<file path="src/rtl/ppi_pkg.sv">
//==============================================================================
// Module : ppi_pkg
// Brief  : Shared constants, FSM state type and read-mux helper for the PPI bus stage.
// Rev    : 1.0
//==============================================================================
`default_nettype none

package ppi_pkg;

    localparam logic [1:0] ADDR_PA   = 2'b00;
    localparam logic [1:0] ADDR_PB   = 2'b01;
    localparam logic [1:0] ADDR_PC   = 2'b10;
    localparam logic [1:0] ADDR_CTRL = 2'b11;

    localparam logic [7:0] RESET_CW_DEFAULT = 8'h9B;

    // Control-word bit positions; a set direction bit means "input", so the
    // matching output enable is its inverse.
    localparam int CW_MODE_SET = 7;
    localparam int CW_PA_DIR   = 4;
    localparam int CW_PCH_DIR  = 3;
    localparam int CW_PB_DIR   = 1;
    localparam int CW_PCL_DIR  = 0;

    // Bit-set/reset word: D[3:1] selects the port C bit, D[0] is its new value.
    localparam int BSR_SEL_MSB = 3;
    localparam int BSR_SEL_LSB = 1;
    localparam int BSR_VAL     = 0;

    typedef enum logic [1:0] {
        ST_IDLE   = 2'd0,
        ST_WR     = 2'd1,
        ST_COMMIT = 2'd2,
        ST_RD     = 2'd3
    } ppi_state_t;

    function automatic logic [7:0] read_mux(input logic [1:0] a,
                                            input logic [7:0] pa,
                                            input logic [7:0] pb,
                                            input logic [7:0] pc);
        case (a)
            ADDR_PA: return pa;
            ADDR_PB: return pb;
            ADDR_PC: return pc;
            default: return 8'hFF;
        endcase
    endfunction

endpackage

`default_nettype wire

</file>
<file path="src/rtl/ppi_bus_ctrl_if.sv">
//==============================================================================
// Module : ppi_bus_ctrl_if
// Brief  : 8080-style CPU bus bundle (strobes, address, data) for the PPI.
// Rev    : 1.0
//==============================================================================
`default_nettype none

interface ppi_bus_ctrl_if;
    logic       nCs;
    logic       nRd;
    logic       nWr;
    logic [1:0] A;
    logic [7:0] D_in;
    logic [7:0] D_out;
    logic       D_oe;

    modport master (
        output nCs, nRd, nWr, A, D_in,
        input  D_out, D_oe
    );

    modport slave (
        input  nCs, nRd, nWr, A, D_in,
        output D_out, D_oe
    );
endinterface

`default_nettype wire

</file>
<file path="src/rtl/ppi_bus_ctrl_sync.sv">
//==============================================================================
// Module : ppi_sync
// Brief  : Multi-flop synchronizer for an active-low strobe; resets to the idle level 1.
// Rev    : 1.0
//==============================================================================
`default_nettype none

module ppi_sync #(
    parameter int STAGES = 2
) (
    input  logic clk,
    input  logic rst_n,
    input  logic srst_i,
    input  logic d_i,
    output logic q_o
);

    logic [STAGES-1:0] sync_q;

    always_ff @(posedge clk or negedge rst_n) begin
        if (!rst_n) begin
            sync_q <= '1;
        end else if (srst_i) begin
            sync_q <= '1;
        end else begin
            sync_q <= {sync_q[STAGES-2:0], d_i};
        end
    end

    assign q_o = sync_q[STAGES-1];

endmodule

`default_nettype wire

</file>
<file path="src/rtl/ppi_bus_ctrl.sv">
//==============================================================================
// Module : ppi_bus_ctrl
// Brief  : 8255A bus-interface/control stage: strobe sync, control word, port latches, readback.
// Rev    : 1.0
//==============================================================================
`default_nettype none

module ppi_bus_ctrl
    import ppi_pkg::*;
#(
    parameter int         SYNC_STAGES = 2,
    parameter logic [7:0] RESET_CW    = RESET_CW_DEFAULT
) (
    input  logic                Clk,
    input  logic                nReset,
    input  logic                Reset,
    ppi_bus_ctrl_if.slave       bus,
    input  logic [7:0]          pa_in,
    input  logic [7:0]          pb_in,
    input  logic [7:0]          pc_in,
    output logic [7:0]          controlword,
    output logic [7:0]          pa_out,
    output logic [7:0]          pb_out,
    output logic [7:0]          pc_out,
    output logic                pa_oe,
    output logic                pb_oe,
    output logic                pc_oe_hi,
    output logic                pc_oe_lo,
    output logic                wr_stb,
    output logic [1:0]          wr_addr
);

    logic ncs_s, nrd_s, nwr_s;
    logic cs_act, rd_act, wr_act;

    ppi_sync #(.STAGES(SYNC_STAGES)) u_sync_cs (
        .clk(Clk), .rst_n(nReset), .srst_i(Reset), .d_i(bus.nCs), .q_o(ncs_s)
    );
    ppi_sync #(.STAGES(SYNC_STAGES)) u_sync_rd (
        .clk(Clk), .rst_n(nReset), .srst_i(Reset), .d_i(bus.nRd), .q_o(nrd_s)
    );
    ppi_sync #(.STAGES(SYNC_STAGES)) u_sync_wr (
        .clk(Clk), .rst_n(nReset), .srst_i(Reset), .d_i(bus.nWr), .q_o(nwr_s)
    );

    assign cs_act = ~ncs_s;
    assign rd_act = ~nrd_s;
    assign wr_act = ~nwr_s;

    ppi_state_t state_q;
    logic [7:0] cw_q, pa_q, pb_q, pc_q;
    logic [7:0] dout_q;
    logic       doe_q;
    logic       wr_stb_q;
    logic [1:0] wr_addr_q;
    logic [1:0] cap_addr_q;
    logic [7:0] cap_data_q;

    logic [7:0] cw_d, pa_d, pb_d, pc_d;

    // Latch contents as they would be after applying the captured write.
    always_comb begin
        cw_d = cw_q;
        pa_d = pa_q;
        pb_d = pb_q;
        pc_d = pc_q;
        case (cap_addr_q)
            ADDR_PA: pa_d = cap_data_q;
            ADDR_PB: pb_d = cap_data_q;
            ADDR_PC: pc_d = cap_data_q;
            ADDR_CTRL: begin
                if (cap_data_q[CW_MODE_SET]) begin
                    cw_d = cap_data_q;
                    pa_d = 8'h00;
                    pb_d = 8'h00;
                    pc_d = 8'h00;
                end else begin
                    pc_d[cap_data_q[BSR_SEL_MSB:BSR_SEL_LSB]] = cap_data_q[BSR_VAL];
                end
            end
            default: ;
        endcase
    end

    always_ff @(posedge Clk or negedge nReset) begin
        if (!nReset) begin
            state_q    <= ST_IDLE;
            cw_q       <= RESET_CW;
            pa_q       <= 8'h00;
            pb_q       <= 8'h00;
            pc_q       <= 8'h00;
            dout_q     <= 8'h00;
            doe_q      <= 1'b0;
            wr_stb_q   <= 1'b0;
            wr_addr_q  <= 2'b00;
            cap_addr_q <= 2'b00;
            cap_data_q <= 8'h00;
        end else if (Reset) begin
            state_q    <= ST_IDLE;
            cw_q       <= RESET_CW;
            pa_q       <= 8'h00;
            pb_q       <= 8'h00;
            pc_q       <= 8'h00;
            dout_q     <= 8'h00;
            doe_q      <= 1'b0;
            wr_stb_q   <= 1'b0;
            wr_addr_q  <= 2'b00;
            cap_addr_q <= 2'b00;
            cap_data_q <= 8'h00;
        end else begin
            wr_stb_q <= 1'b0;
            case (state_q)
                ST_IDLE: begin
                    if (cs_act && wr_act && !rd_act) begin
                        state_q    <= ST_WR;
                        cap_addr_q <= bus.A;
                        cap_data_q <= bus.D_in;
                    end else if (cs_act && rd_act && !wr_act) begin
                        state_q <= ST_RD;
                        doe_q   <= 1'b1;
                        dout_q  <= read_mux(bus.A, pa_in, pb_in, pc_in);
                    end
                end
                ST_WR: begin
                    // Losing chip-select wins over a simultaneous write release.
                    if (!cs_act) begin
                        state_q <= ST_IDLE;
                    end else if (!wr_act) begin
                        state_q   <= ST_COMMIT;
                        cw_q      <= cw_d;
                        pa_q      <= pa_d;
                        pb_q      <= pb_d;
                        pc_q      <= pc_d;
                        wr_stb_q  <= 1'b1;
                        wr_addr_q <= cap_addr_q;
                    end else begin
                        cap_addr_q <= bus.A;
                        cap_data_q <= bus.D_in;
                    end
                end
                ST_COMMIT: begin
                    if (cs_act && wr_act && !rd_act) begin
                        state_q    <= ST_WR;
                        cap_addr_q <= bus.A;
                        cap_data_q <= bus.D_in;
                    end else begin
                        state_q <= ST_IDLE;
                    end
                end
                ST_RD: begin
                    if (!rd_act || !cs_act) begin
                        state_q <= ST_IDLE;
                        doe_q   <= 1'b0;
                    end else begin
                        dout_q <= read_mux(bus.A, pa_in, pb_in, pc_in);
                    end
                end
                default: state_q <= ST_IDLE;
            endcase
        end
    end

    assign controlword = cw_q;
    assign pa_out      = pa_q;
    assign pb_out      = pb_q;
    assign pc_out      = pc_q;
    assign pa_oe       = ~cw_q[CW_PA_DIR];
    assign pb_oe       = ~cw_q[CW_PB_DIR];
    assign pc_oe_hi    = ~cw_q[CW_PCH_DIR];
    assign pc_oe_lo    = ~cw_q[CW_PCL_DIR];
    assign wr_stb      = wr_stb_q;
    assign wr_addr     = wr_addr_q;
    assign bus.D_out   = dout_q;
    assign bus.D_oe    = doe_q;

endmodule

`default_nettype wire

</file>
<file path="src/flat_wrapper.sv">
// flat-port wrapper written by rule: the top's interface ports become plain ports
module ppi_bus_ctrl_flat import ppi_pkg::*;
#(
    parameter int         SYNC_STAGES = 2,
    parameter logic [7:0] RESET_CW    = RESET_CW_DEFAULT
)
  (Clk, nReset, Reset, pa_in, pb_in, pc_in, controlword, pa_out, pb_out, pc_out, pa_oe, pb_oe, pc_oe_hi, pc_oe_lo, wr_stb, wr_addr, bus_nCs, bus_nRd, bus_nWr, bus_A, bus_D_in, bus_D_out, bus_D_oe);
  ppi_bus_ctrl_if bus_i ();
  input  logic Clk;
  input  logic nReset;
  input  logic Reset;
  input  logic [7:0] pa_in;
  input  logic [7:0] pb_in;
  input  logic [7:0] pc_in;
  output logic [7:0] controlword;
  output logic [7:0] pa_out;
  output logic [7:0] pb_out;
  output logic [7:0] pc_out;
  output logic pa_oe;
  output logic pb_oe;
  output logic pc_oe_hi;
  output logic pc_oe_lo;
  output logic wr_stb;
  output logic [1:0] wr_addr;
  input wire logic [$bits(bus_i.nCs)-1:0] bus_nCs;
  input wire logic [$bits(bus_i.nRd)-1:0] bus_nRd;
  input wire logic [$bits(bus_i.nWr)-1:0] bus_nWr;
  input wire logic [$bits(bus_i.A)-1:0] bus_A;
  input wire logic [$bits(bus_i.D_in)-1:0] bus_D_in;
  output wire logic [$bits(bus_i.D_out)-1:0] bus_D_out;
  output wire logic [$bits(bus_i.D_oe)-1:0] bus_D_oe;
  assign bus_i.nCs = bus_nCs;
  assign bus_i.nRd = bus_nRd;
  assign bus_i.nWr = bus_nWr;
  assign bus_i.A = bus_A;
  assign bus_i.D_in = bus_D_in;
  assign bus_D_out = bus_i.D_out;
  assign bus_D_oe = bus_i.D_oe;
  ppi_bus_ctrl #(.SYNC_STAGES(SYNC_STAGES), .RESET_CW(RESET_CW)) u_core (.Clk(Clk), .nReset(nReset), .Reset(Reset), .bus(bus_i), .pa_in(pa_in), .pb_in(pb_in), .pc_in(pc_in), .controlword(controlword), .pa_out(pa_out), .pb_out(pb_out), .pc_out(pc_out), .pa_oe(pa_oe), .pb_oe(pb_oe), .pc_oe_hi(pc_oe_hi), .pc_oe_lo(pc_oe_lo), .wr_stb(wr_stb), .wr_addr(wr_addr));
endmodule
</file>
<file path="config.mk">
export PLATFORM = sky130hd
export DESIGN_NAME = ppi_bus_ctrl_flat
export DESIGN_NICKNAME = d
export VERILOG_FILES = /design/src/rtl/ppi_pkg.sv /design/src/rtl/ppi_bus_ctrl_if.sv /design/src/rtl/ppi_bus_ctrl_sync.sv /design/src/rtl/ppi_bus_ctrl.sv /design/src/flat_wrapper.sv
export SDC_FILE = /design/constraint.sdc
export NUM_CORES = 1
export LEC_CHECK = 0
export ABC_AREA = 1
export CAP_MARGIN = 20
export CORE_UTILIZATION = 52
export CTS_CLUSTER_DIAMETER = 60
export DETAILED_ROUTE_END_ITERATION = 6
export GPL_TIMING_DRIVEN = 0
export HOLD_SLACK_MARGIN = 0.1
export PLACE_DENSITY = 0.95
export SYNTH_ARGS = -nofsm -noshare
export SYNTH_HDL_FRONTEND = slang
export SYNTH_SLANG_ARGS = --single-unit
</file>
<file path="constraint.sdc">
create_clock -name Clk -period 3.66 [get_ports Clk]
set_input_delay 0.549 -clock Clk [delete_from_list [all_inputs] [get_ports Clk]]
set_output_delay 0.549 -clock Clk [all_outputs]
set_load 0.01 [all_outputs]
</file>
==> metrics.md <==
| Metric | Value |
|---|---|
| Outcome | completed |
| Grt ovf | 0 |
| Top delay family on crit path | flip-flops |
| Post-Syn Area per Cell | 7.37 um^2 |
| Core area | 5990 um^2 |
| Footprint of the multi-input gates | 1490 um^2 |
| Gate power share | 0.306 |
| Die area | 6610 um^2 |
| Endpoints failing hold | 0 |
| Layout fillers | 448 |
| DRT iter0 DRCs | 237 |
| Die Wd | 81.3 um |
| Ports | 88 |
| Synth area leader | dfrtp_1 |
| Clk sinks | 61 |
| Num CTS Buffers | 9 |
| Mapped Area | 3270 um^2 |
| Sw frac | 0.318 |
| Max-Cap Viols | 0 |
| Sequential-to-total area share from yosys stat | 0.471 |
| Fin area | 4420 um^2 |
| First-pass GRT wire length | 13.1 mm |
| Clock H-tree levels | 3 |
| Hold_buf cts | 0 |
| Seq cells post-synth | 61 |
| Post-Syn Instances | 444 |
| Worst vdd ir | 0.246 mV |
| GP Congestion | 0.925 |
| Most frequent cells after synthesis | 162 x nand2_1, 51 x dfrtp_1, 48 x nand3_1 |
| Final worst setup slack | 1.70 ns |
| R2r startpoint | u_core.u_sync_wr.sync_q[1] |
| Switch Pwr | 0.677 mW |
| Pwr Density | 481 nW/um^2 |
| Sequential group share of total power | 0.413 |
| Root Buffer | clkbuf_8 |
| Setup crit start kind | register |
| Leakage | 2.24 nW |
| Largest net degree at the start of global routing | 45 |
| Vias | 3252 |
| Final period util | 0.537 |
| FF-to-FF setup slack | 2.04 ns |
| Syn_nets | 484 |
| Setup TNS | 0 ns |
| Longest Clk Path Bufs | 2 |
| Fraction of registers with async set/reset | 1.00 |
| Register Area | 1540 um^2 |
| Crit-path slowest cell | dfstp_2 |
| EDFF count, synth | 0 |
| RSZ-0062 raised after global routing | no |
| Fmax achieved | 509 MHz |
| Starting Density | 0.546 |
| Crit path largest cell delay | 0.54 ns |
| Antenna diode count | 0 |
| Drt wl/cell | 12.8 um |
| Largest cells by area after synthesis | dfrtp_1 39%, nand2_1 19%, dfstp_2 8.0% |
| Reg2Reg Capture Point | u_core.pc_out[4] |
| Synth warn | 0 |
| Total Power Consumption | 2.13 mW |
| Worst EP arrival | 1.42 ns |
| Setup Skew | 0.0113 ns |
| First drt pass iteration count | 5 |
| Row count | 28 |
| Clock latency on the worst-skew pair | 0.34 ns |
| Hold Path Class | input pin to asynchronous set/reset pin |
| # setup viols final | 0 |
| Min cycle time layout | 1.96 ns |
| Initial antenna violation count | 0 |
| Top_reg_cell synth | dfrtp_1 |
| Die H | 81.3 um |
| Placement Setup Slack | 1.53 ns |
| Post-cts sizing count | 0 |
| # DRC | 0 |
| Placed insts | 605 |
| Buf+Inv Stages, Crit Path | 1 |
| Worst Path Required | 3.11 ns |
| Clock slew at reported path FFs | 0.07 ns |
| Share of cells above drive strength 1 | 0.112 |
| Total track usage | 0.263 |
| Most numerous cell in the Yosys netlist | nand2_1 |
| Critical Path Fanout Max | 3 |
| Routed WL | 7.96 mm |
| Fin nets | 581 |
| CTS tree | built |
| Final ANT Viol Nets | 0 |
| WS Path Type | register to primary output |
| Vias in the first global route | 3114 |
| Internal cell power | 1.45 mW |
| Max-slew violations | 0 |
| Clock share of power | 0.280 |
| Yosys cell types | 28 |
| Nature of the critical path endpoint | primary output |
| R2R cell count | 6 |
| Area delta synth->final | 35.2% |
| Post-CTS Setup Repair Bufs | 0 |
| Top-area cell type share of the netlist area | 0.390 |
| Number of port buffers | 85 |
| Cell Count, Final, Fillers Out | 621 |
| CP Cell Sequence | clkdlybuf4s50_1 |
| Post-DR vias/cell | 5.24 |
| Detailed placement HPWL | 5.97 mm |
| Placed inst area | 4230 um^2 |
## area by class of cell
class / instances / area share
Sequential cell: 61 / 0.348
Multi-Input combinational cell: 331 / 0.337
Timing Repair Buffer: 86 / 0.196
Inverter: 37 / 0.0325
Clock buffer: 12 / 0.0328
Clock inverter: 4 / 0.0107
Tap cell: 75 / 0.0212
Buffer: 15 / 0.0215
## sequential cells by signal, summed over array words and instances, names as in the netlist, 7 cells and up
signal	flops
u_core.bus.D_out	8
u_core.cap_data_q	8
u_core.pa_out	8
u_core.pb_out	8
u_core.pc_out	8
u_core.controlword	7
## layer usage
metal / routed length [um] / vias to the layer above / GRT usage / share of wire
met2: 4070 / 160 / 0.469 / 0.51
met5: 0 / - / 0 / 0
li1: - / 1597 / - / -
met4: 136 / 0 / 0.116 / 0.017
met3: 605 / 13 / 0.0854 / 0.076
met1: 3150 / 1482 / 0.280 / 0.40
## through the flow
stage | hold WS (ns) | util
after global routing | 0.156 | 0.738
final | 0.131 | 0.738
after CTS | 0.142 | 0.738
after floorplan | 0.253 | -
after detailed placement | 0.459 | 0.706
after global placement | 0.455 | 0.704
## worst max-delay path by stage
stage,start,endpoint,slack (ns),depth (start not counted)
floorplan,Reset,u_core.pb_out[0],2.15,8
global placement,nReset,u_core.bus.D_out[1],0.30,1
detailed placement,bus_A[1],u_core.bus.D_out[6],1.53,9
CTS,u_core.controlword[3],controlword[3],1.68,1
global route,u_core.controlword[0],controlword[0],1.64,1
finish,u_core.controlword[3],controlword[3],1.70,1
## logic make-up (layout without fill, tap and decap cells)
family	count (synthesis)	count (layout)	synth area share
AND/OR/NAND/NOR	286	286	0.379
other	1	1	0.00115
AO/OA/AOI/OAI	44	44	0.0757
buffers and inverters	52	154	0.0731
flip-flops	61	61	0.471
## power groups by stage
stage          Combinational [mW]  Clock (mW)  Sequential, mW
2_1_floorplan               0.279           0           0.919
3_3_place_gp                0.626           0           0.887
3_5_place_dp                0.649           0           0.891
6_report                    0.652       0.596           0.880
4_1_cts                     0.654       0.601           0.880
5_1_grt                     0.721       0.632           0.894
## layout by cell type (no fill, tap or decap), drive strengths merged, types with 2 or more instances in the layout
cell / instances
nor3: 3
or2: 6
o21ai: 28
nor2: 51
dfstp: 10
nand3: 48
buf: 12
dfrtp: 51
clkbuf: 17
a21oi: 10
nand3b: 8
clkdlybuf4s50: 84
nand2: 170
inv: 37
o21bai: 4
clkinv: 2
No activity file was read; power rests on OpenSTA's default activity.
